`src/rtl/mem_bus_arbiter_pkg.sv`:
```
// Shared bus types for the memory bus arbiter: command encoding, address width,
// tag width and the owner of an outstanding memory tag.
package mem_bus_arbiter_pkg;

    localparam int unsigned XLEN  = 32;
    localparam int unsigned TAG_W = 4;

    typedef enum logic [1:0] {
        BUS_NONE  = 2'h0,
        BUS_LOAD  = 2'h1,
        BUS_STORE = 2'h2
    } BUS_COMMAND;

    typedef enum logic {
        OWN_IF = 1'b0,
        OWN_D  = 1'b1
    } MEM_OWNER;

endpackage

```
`src/rtl/mem_tag_table.sv`:
```
// Outstanding-load tag table: tracks pending/owner/discard per memory tag and
// looks up the owner of the completion tag presented this cycle.
module mem_tag_table
    import mem_bus_arbiter_pkg::*;
#(
    parameter int unsigned NUM_TAGS = 16
) (
    input  logic             clock,
    input  logic             reset,
    input  logic             alloc_valid,
    input  logic [TAG_W-1:0] alloc_tag,
    input  MEM_OWNER         alloc_owner,
    input  logic             alloc_discard,
    input  logic             flush,
    input  logic [TAG_W-1:0] cpl_tag,
    output logic             cpl_hit,
    output MEM_OWNER         cpl_owner,
    output logic             cpl_discard
);

    logic [NUM_TAGS-1:0] pending_q, pending_d;
    logic [NUM_TAGS-1:0] discard_q, discard_d;
    MEM_OWNER            owner_q [NUM_TAGS];
    MEM_OWNER            owner_d [NUM_TAGS];

    // Tag 0 means "no completion", so the lookup starts at 1.
    always_comb begin
        cpl_hit     = 1'b0;
        cpl_owner   = OWN_IF;
        cpl_discard = 1'b0;
        for (int t = 1; t < NUM_TAGS; t++) begin
            if (cpl_tag == TAG_W'(t) && pending_q[t]) begin
                cpl_hit     = 1'b1;
                cpl_owner   = owner_q[t];
                cpl_discard = discard_q[t];
            end
        end
    end

    // Allocation is applied last so it wins over a same-cycle completion.
    always_comb begin
        pending_d = pending_q;
        discard_d = discard_q;
        owner_d   = owner_q;
        for (int t = 0; t < NUM_TAGS; t++) begin
            if (flush && pending_q[t] && owner_q[t] == OWN_IF) begin
                discard_d[t] = 1'b1;
            end
            if (cpl_hit && cpl_tag == TAG_W'(t)) begin
                pending_d[t] = 1'b0;
            end
            if (alloc_valid && alloc_tag == TAG_W'(t)) begin
                pending_d[t] = 1'b1;
                owner_d[t]   = alloc_owner;
                discard_d[t] = alloc_discard;
            end
        end
    end

    always_ff @(posedge clock or negedge reset) begin
        if (!reset) begin
            pending_q <= '0;
            discard_q <= '0;
            for (int t = 0; t < NUM_TAGS; t++) begin
                owner_q[t] <= OWN_IF;
            end
        end else begin
            pending_q <= pending_d;
            discard_q <= discard_d;
            owner_q   <= owner_d;
        end
    end

endmodule

```
`src/rtl/mem_bus_arbiter.sv`:
```
// Two-requester memory bus arbiter (fetch vs. data) with starvation guard and
// tag-based routing of returned load data back to the requesting side.
module mem_bus_arbiter
    import mem_bus_arbiter_pkg::*;
#(
    parameter int unsigned STARVE_LIMIT = 4,
    parameter int unsigned NUM_TAGS     = 16
) (
    input  logic             clock,
    input  logic             reset,
    input  logic             if_req,
    input  logic [XLEN-1:0]  if_addr,
    output logic             if_grant,
    input  logic             if_flush,
    output logic [63:0]      if_data,
    output logic             if_data_valid,
    input  logic             d_req,
    input  BUS_COMMAND       d_cmd,
    input  logic [XLEN-1:0]  d_addr,
    input  logic [63:0]      d_wdata,
    output logic             d_grant,
    output logic [63:0]      d_rdata,
    output logic             d_rdata_valid,
    output BUS_COMMAND       proc2mem_command,
    output logic [XLEN-1:0]  proc2mem_addr,
    output logic [63:0]      proc2mem_data,
    input  logic [TAG_W-1:0] mem2proc_response,
    input  logic [TAG_W-1:0] mem2proc_tag,
    input  logic [63:0]      mem2proc_data
);

    localparam int unsigned      CNT_W   = $clog2(STARVE_LIMIT + 1);
    localparam logic [CNT_W-1:0] CNT_MAX = CNT_W'(STARVE_LIMIT);

    logic [CNT_W-1:0] starve_q, starve_d;
    logic             sel_if, sel_d, accepted;
    logic             alloc_valid, alloc_discard;
    MEM_OWNER         alloc_owner;
    logic             cpl_hit, cpl_discard;
    MEM_OWNER         cpl_owner;
    logic             deliver_if, deliver_d;

    // Data side normally wins; fetch wins once data has starved it long enough.
    always_comb begin
        sel_if   = if_req && (!d_req || starve_q == CNT_MAX);
        sel_d    = d_req && !sel_if;
        accepted = reset && (mem2proc_response != '0);
        if_grant = sel_if && accepted;
        d_grant  = sel_d && accepted;

        proc2mem_command = BUS_NONE;
        proc2mem_addr    = '0;
        proc2mem_data    = '0;
        if (reset) begin
            if (sel_if) begin
                proc2mem_command = BUS_LOAD;
                proc2mem_addr    = if_addr;
            end else if (sel_d) begin
                proc2mem_command = d_cmd;
                proc2mem_addr    = d_addr;
                proc2mem_data    = d_wdata;
            end
        end
    end

    always_comb begin
        starve_d = starve_q;
        if (!if_req || if_grant) begin
            starve_d = '0;
        end else if (d_grant && starve_q != CNT_MAX) begin
            starve_d = starve_q + 1'b1;
        end
    end

    always_comb begin
        alloc_valid   = if_grant || (d_grant && d_cmd == BUS_LOAD);
        alloc_owner   = if_grant ? OWN_IF : OWN_D;
        alloc_discard = if_grant && if_flush;
        deliver_if    = cpl_hit && !cpl_discard && cpl_owner == OWN_IF;
        deliver_d     = cpl_hit && !cpl_discard && cpl_owner == OWN_D;
    end

    mem_tag_table #(
        .NUM_TAGS (NUM_TAGS)
    ) u_tag_table (
        .clock         (clock),
        .reset         (reset),
        .alloc_valid   (alloc_valid),
        .alloc_tag     (mem2proc_response),
        .alloc_owner   (alloc_owner),
        .alloc_discard (alloc_discard),
        .flush         (if_flush),
        .cpl_tag       (mem2proc_tag),
        .cpl_hit       (cpl_hit),
        .cpl_owner     (cpl_owner),
        .cpl_discard   (cpl_discard)
    );

    always_ff @(posedge clock or negedge reset) begin
        if (!reset) begin
            starve_q      <= '0;
            if_data_valid <= 1'b0;
            d_rdata_valid <= 1'b0;
            if_data       <= '0;
            d_rdata       <= '0;
        end else begin
            starve_q      <= starve_d;
            if_data_valid <= deliver_if;
            d_rdata_valid <= deliver_d;
            if (deliver_if) begin
                if_data <= mem2proc_data;
            end
            if (deliver_d) begin
                d_rdata <= mem2proc_data;
            end
        end
    end

endmodule

```
`config.mk`:
```
export PLATFORM = sky130hd
export DESIGN_NAME = mem_bus_arbiter
export DESIGN_NICKNAME = d
export VERILOG_FILES = /design/src/rtl/mem_bus_arbiter_pkg.sv /design/src/rtl/mem_tag_table.sv /design/src/rtl/mem_bus_arbiter.sv
export SDC_FILE = /design/constraint.sdc
export NUM_CORES = 1
export LEC_CHECK = 0
export CAP_MARGIN = 5
export CORE_AREA = 2 2 168 170
export CTS_CLUSTER_DIAMETER = 120
export DETAILED_ROUTE_END_ITERATION = 12
export DIE_AREA = 0 0 170 172
export GPL_ROUTABILITY_DRIVEN = 0
export PLACE_DENSITY = 0.66
export SLEW_MARGIN = 10
export SYNTH_ARGS = -nofsm -noshare
export SYNTH_HDL_FRONTEND = slang
export SYNTH_SLANG_ARGS = --single-unit
```
`constraint.sdc`:
```
create_clock -name clock -period 4.6 [get_ports clock]
set_input_delay 1.38 -clock clock [delete_from_list [all_inputs] [get_ports clock]]
set_output_delay 1.38 -clock clock [all_outputs]
set_load 0.01 [all_outputs]
```
==> results.toml <==
[outcome]
status = "finished, final reports clean"

[power]
finalPower_mw = 7.19
cellLeakagePower_nw = 6.73
powerDensity_mw_per_mm2 = 496
ir_worst_vdd_mv = 0.246

[clocking]
clockRootBuffer = "clkbuf_16"
worstSkewPairLatency_ps = 430
clkTransAtPathRegs_ps = 80
cts_tree = "done"
cts-hold-fix-buffers = 0
cts_inserted_buffers = 17
ctsLongestPathBuffers = 2
cts_max_level = 4
clock_sinks = 178

[floorplanning]
boundaryPins = 437
num_rows = 61
fp.coreArea_sq_mm = 0.0275
die_w_um = 170
design.die.area_sq_mm = 0.0292
initial_core_util_pct = 32.3
die-height_um = 172

[setup_path]
required_ps = 3220
path_class = "primary input to output port"
crit_start = "if_req"
ff2ff_path_depth = 8
cp-end-kind = "output port"
crit_end = "proc2mem_data[47]"
r2r_slack_ps = 1860
r2r_end = "u_tag_table.discard_q[14]"
cp_max_fo = 17
arrival_ps = 3190
start_kind = "primary input"
r2r_start = "starve_q[0]"

[grt]
antenna_found_initial = 7
grt_first_pass_wirelength_um = 46600
grtUsageTotal_pct = 21.4
grt_pass1_vias = 7554
grt_max_degree = 82
grt_overflow = 0

[min_path]
hp-class = "flip-flop to flip-flop"

[finish]
stdcell_count = 1538
multi_input_area_sq_mm = 0.00402
fin_nets = 1381
area_growth_pct = 63.4
regArea_sq_mm = 0.00445
drive_gt1_share_pct = 18.6
num-fill-cells = 2399

[yosys]
yosysTopAreaCell = "dfrtp_1"
netlist_top_cells_count = "dfrtp_1, mux2_4, and2_1"
ys_ff_latch = 178
netlist_area_sq_mm = 0.00887
synth.distinct_cells = 62
seq_area_frac_synth_pct = 50.2
synth_area_per_cell_sq_um = 12.4
yosysMostFrequentCell = "dfrtp_1"
async_flop_share_pct = 100
synth_nets = 924
synth_ff_type = "dfrtp_1"
syn_inst = 715
yosys-top-cells-area = "dfrtp_1, mux2_4, and2_1"
synth_top_area_share_pct = 50.2
synth_edf_count = 0
synth_warnings = 0

[routing]
drt_iter0_markers = 441
antenna_left = 0
vias_per_cell = 4.93
drt_wl_total_um = 32300
via_count = 7576
drt-pass1-iter-count = 5
drc = 0
drt-wirelength-per-cell_um = 21.0

[run]
max_cap_viol_count = 0

[timing]
fin_crit_sh_pct = 99.3
fmax_mhz = 219
worst_pin_slew_ps = 1020
slew_headroom_pct = 32.1
hold_ws_ps = 491
drv_slew = 0
hold_violations = 0
finalSetupViolCount = 0
finClkSkew_ps = 17.1
timing.final.crit_period_ps = 4570

[place]
place_hpwl_um = 24900
placedCellCount = 1496
port_buffers = 436
## area by class of cell
cell class / instances / share of cell area, %
repair buffers: 482 / 33.8
flip-flops and latches: 178 / 30.7
multi-input cells: 478 / 27.7
well taps: 346 / 2.99
clock buffers: 17 / 2.94
clock inverters: 15 / 1.32
inverters: 15 / 0.389
diodes: 7 / 0.121
## worst min path at each step
| stage | from | endpoint | slack [ps] | depth (start not counted) |
|---|---|---|---|---|
| after floorplan | u_tag_table.discard_q[3] | u_tag_table.discard_q[3] | 450 | 2 |
| after global placement | u_tag_table.owner_q[4] | u_tag_table.owner_q[4] | 470 | 2 |
| after detailed placement | u_tag_table.owner_q[4] | u_tag_table.owner_q[4] | 480 | 2 |
| after CTS | u_tag_table.owner_q[4] | u_tag_table.owner_q[4] | 500 | 2 |
| after global routing | d_rdata[41] | d_rdata[41] | 520 | 1 |
| final | u_tag_table.owner_q[4] | u_tag_table.owner_q[4] | 490 | 2 |
## state kept, by name, summed over array words and instances, names as in the netlist
register,flops
if_data_valid,1
u_tag_table.pending_q,15
if_data,64
d_rdata_valid,1
u_tag_table.owner_q,15
starve_q,3
u_tag_table.discard_q,15
d_rdata,64
## worst max-delay path: stages
cell             delay (ps)
clkdlybuf4s50_1         420
and3_1                  210
nor2_4                  140
buf_12                  160
clkbuf_16               180
and2_1                  130
clkdlybuf4s50_1         540
## cells in the final DEF, fill, tap and decap left out, types with 4 or more instances in the layout
cell type | Yosys | final
mux2_4 | 98 | 98
nand4_1 | 7 | 7
clkinv_8 | 0 | 5
nor2b_1 | 9 | 9
nand2b_1 | 4 | 4
dlymetal6s2s_1 | 0 | 19
inv_1 | 14 | 14
dfrtp_1 | 178 | 178
nor2_1 | 34 | 32
nand2_1 | 47 | 47
mux2_2 | 32 | 32
clkbuf_16 | 0 | 19
nand3b_1 | 4 | 4
a21o_1 | 5 | 5
diode_2 | 0 | 7
buf_12 | 10 | 8
and4_1 | 4 | 4
o21ai_0 | 13 | 13
buf_4 | 4 | 36
clkdlybuf4s50_1 | 0 | 413
a22o_1 | 35 | 35
and2_1 | 70 | 70
nand3_1 | 13 | 13
o2bb2ai_1 | 4 | 4
and3_1 | 8 | 8
a21oi_1 | 29 | 29
## report_power, final
part / switching, mW / total (mW) / internal, mW / leakage [nW]
combinational: 1.07 / 3.08 / 2.01 / 4.29
clock: 0.710 / 1.49 / 0.784 / 0.294
sequential: 0.397 / 2.62 / 2.22 / 2.15
## repair_timing
item,4_1_cts,5_1_grt
pin swaps,0,1
setup endpoints to repair,2,88
buffers inserted,0,1
resized for setup,2,21
hold endpoints to repair,0,0
cloned,0,2
## per-layer routing
metal | global-route usage (%) | wire (um) | vias to the layer above
met5 | 0 | 0 | -
met3 | 6.18 | 2610 | 55
met1 | 24.6 | 12400 | 3710
met2 | 36.0 | 15500 | 350
met4 | 12.2 | 1750 | 0
li1 | - | - | 3461
## stage by stage
| stage | worst slack (ps) | util [%] | cell area, sq um | TNS, ps |
|---|---|---|---|---|
| 2_1_floorplan | 610 | - | 8870 | 0 |
| 5_1_grt | -5.22 | 52.7 | 14500 | -21.3 |
| 3_5_place_dp | 3.12 | 50.0 | 13700 | 0 |
| 4_1_cts | 4.13 | 52.3 | 14400 | 0 |
| 6_report | 33.1 | 52.7 | 14500 | 0 |
| 3_3_place_gp | 19.2 | 50.0 | 13700 | 0 |
## cells by family (layout without fill, tap and decap cells)
family | Yosys count | count (layout) | synth area share (%)
xor+xnor | 1 | 1 | 0.0988
buf+inv | 59 | 529 | 4.77
simple gates | 223 | 223 | 13.9
mux | 133 | 133 | 21.0
other cells | 0 | 7 | 0
flops | 178 | 178 | 50.2
compound gates | 119 | 119 | 9.67
fa+ha+maj | 2 | 2 | 0.282
Note: power is estimated with default switching activity, not from simulation.
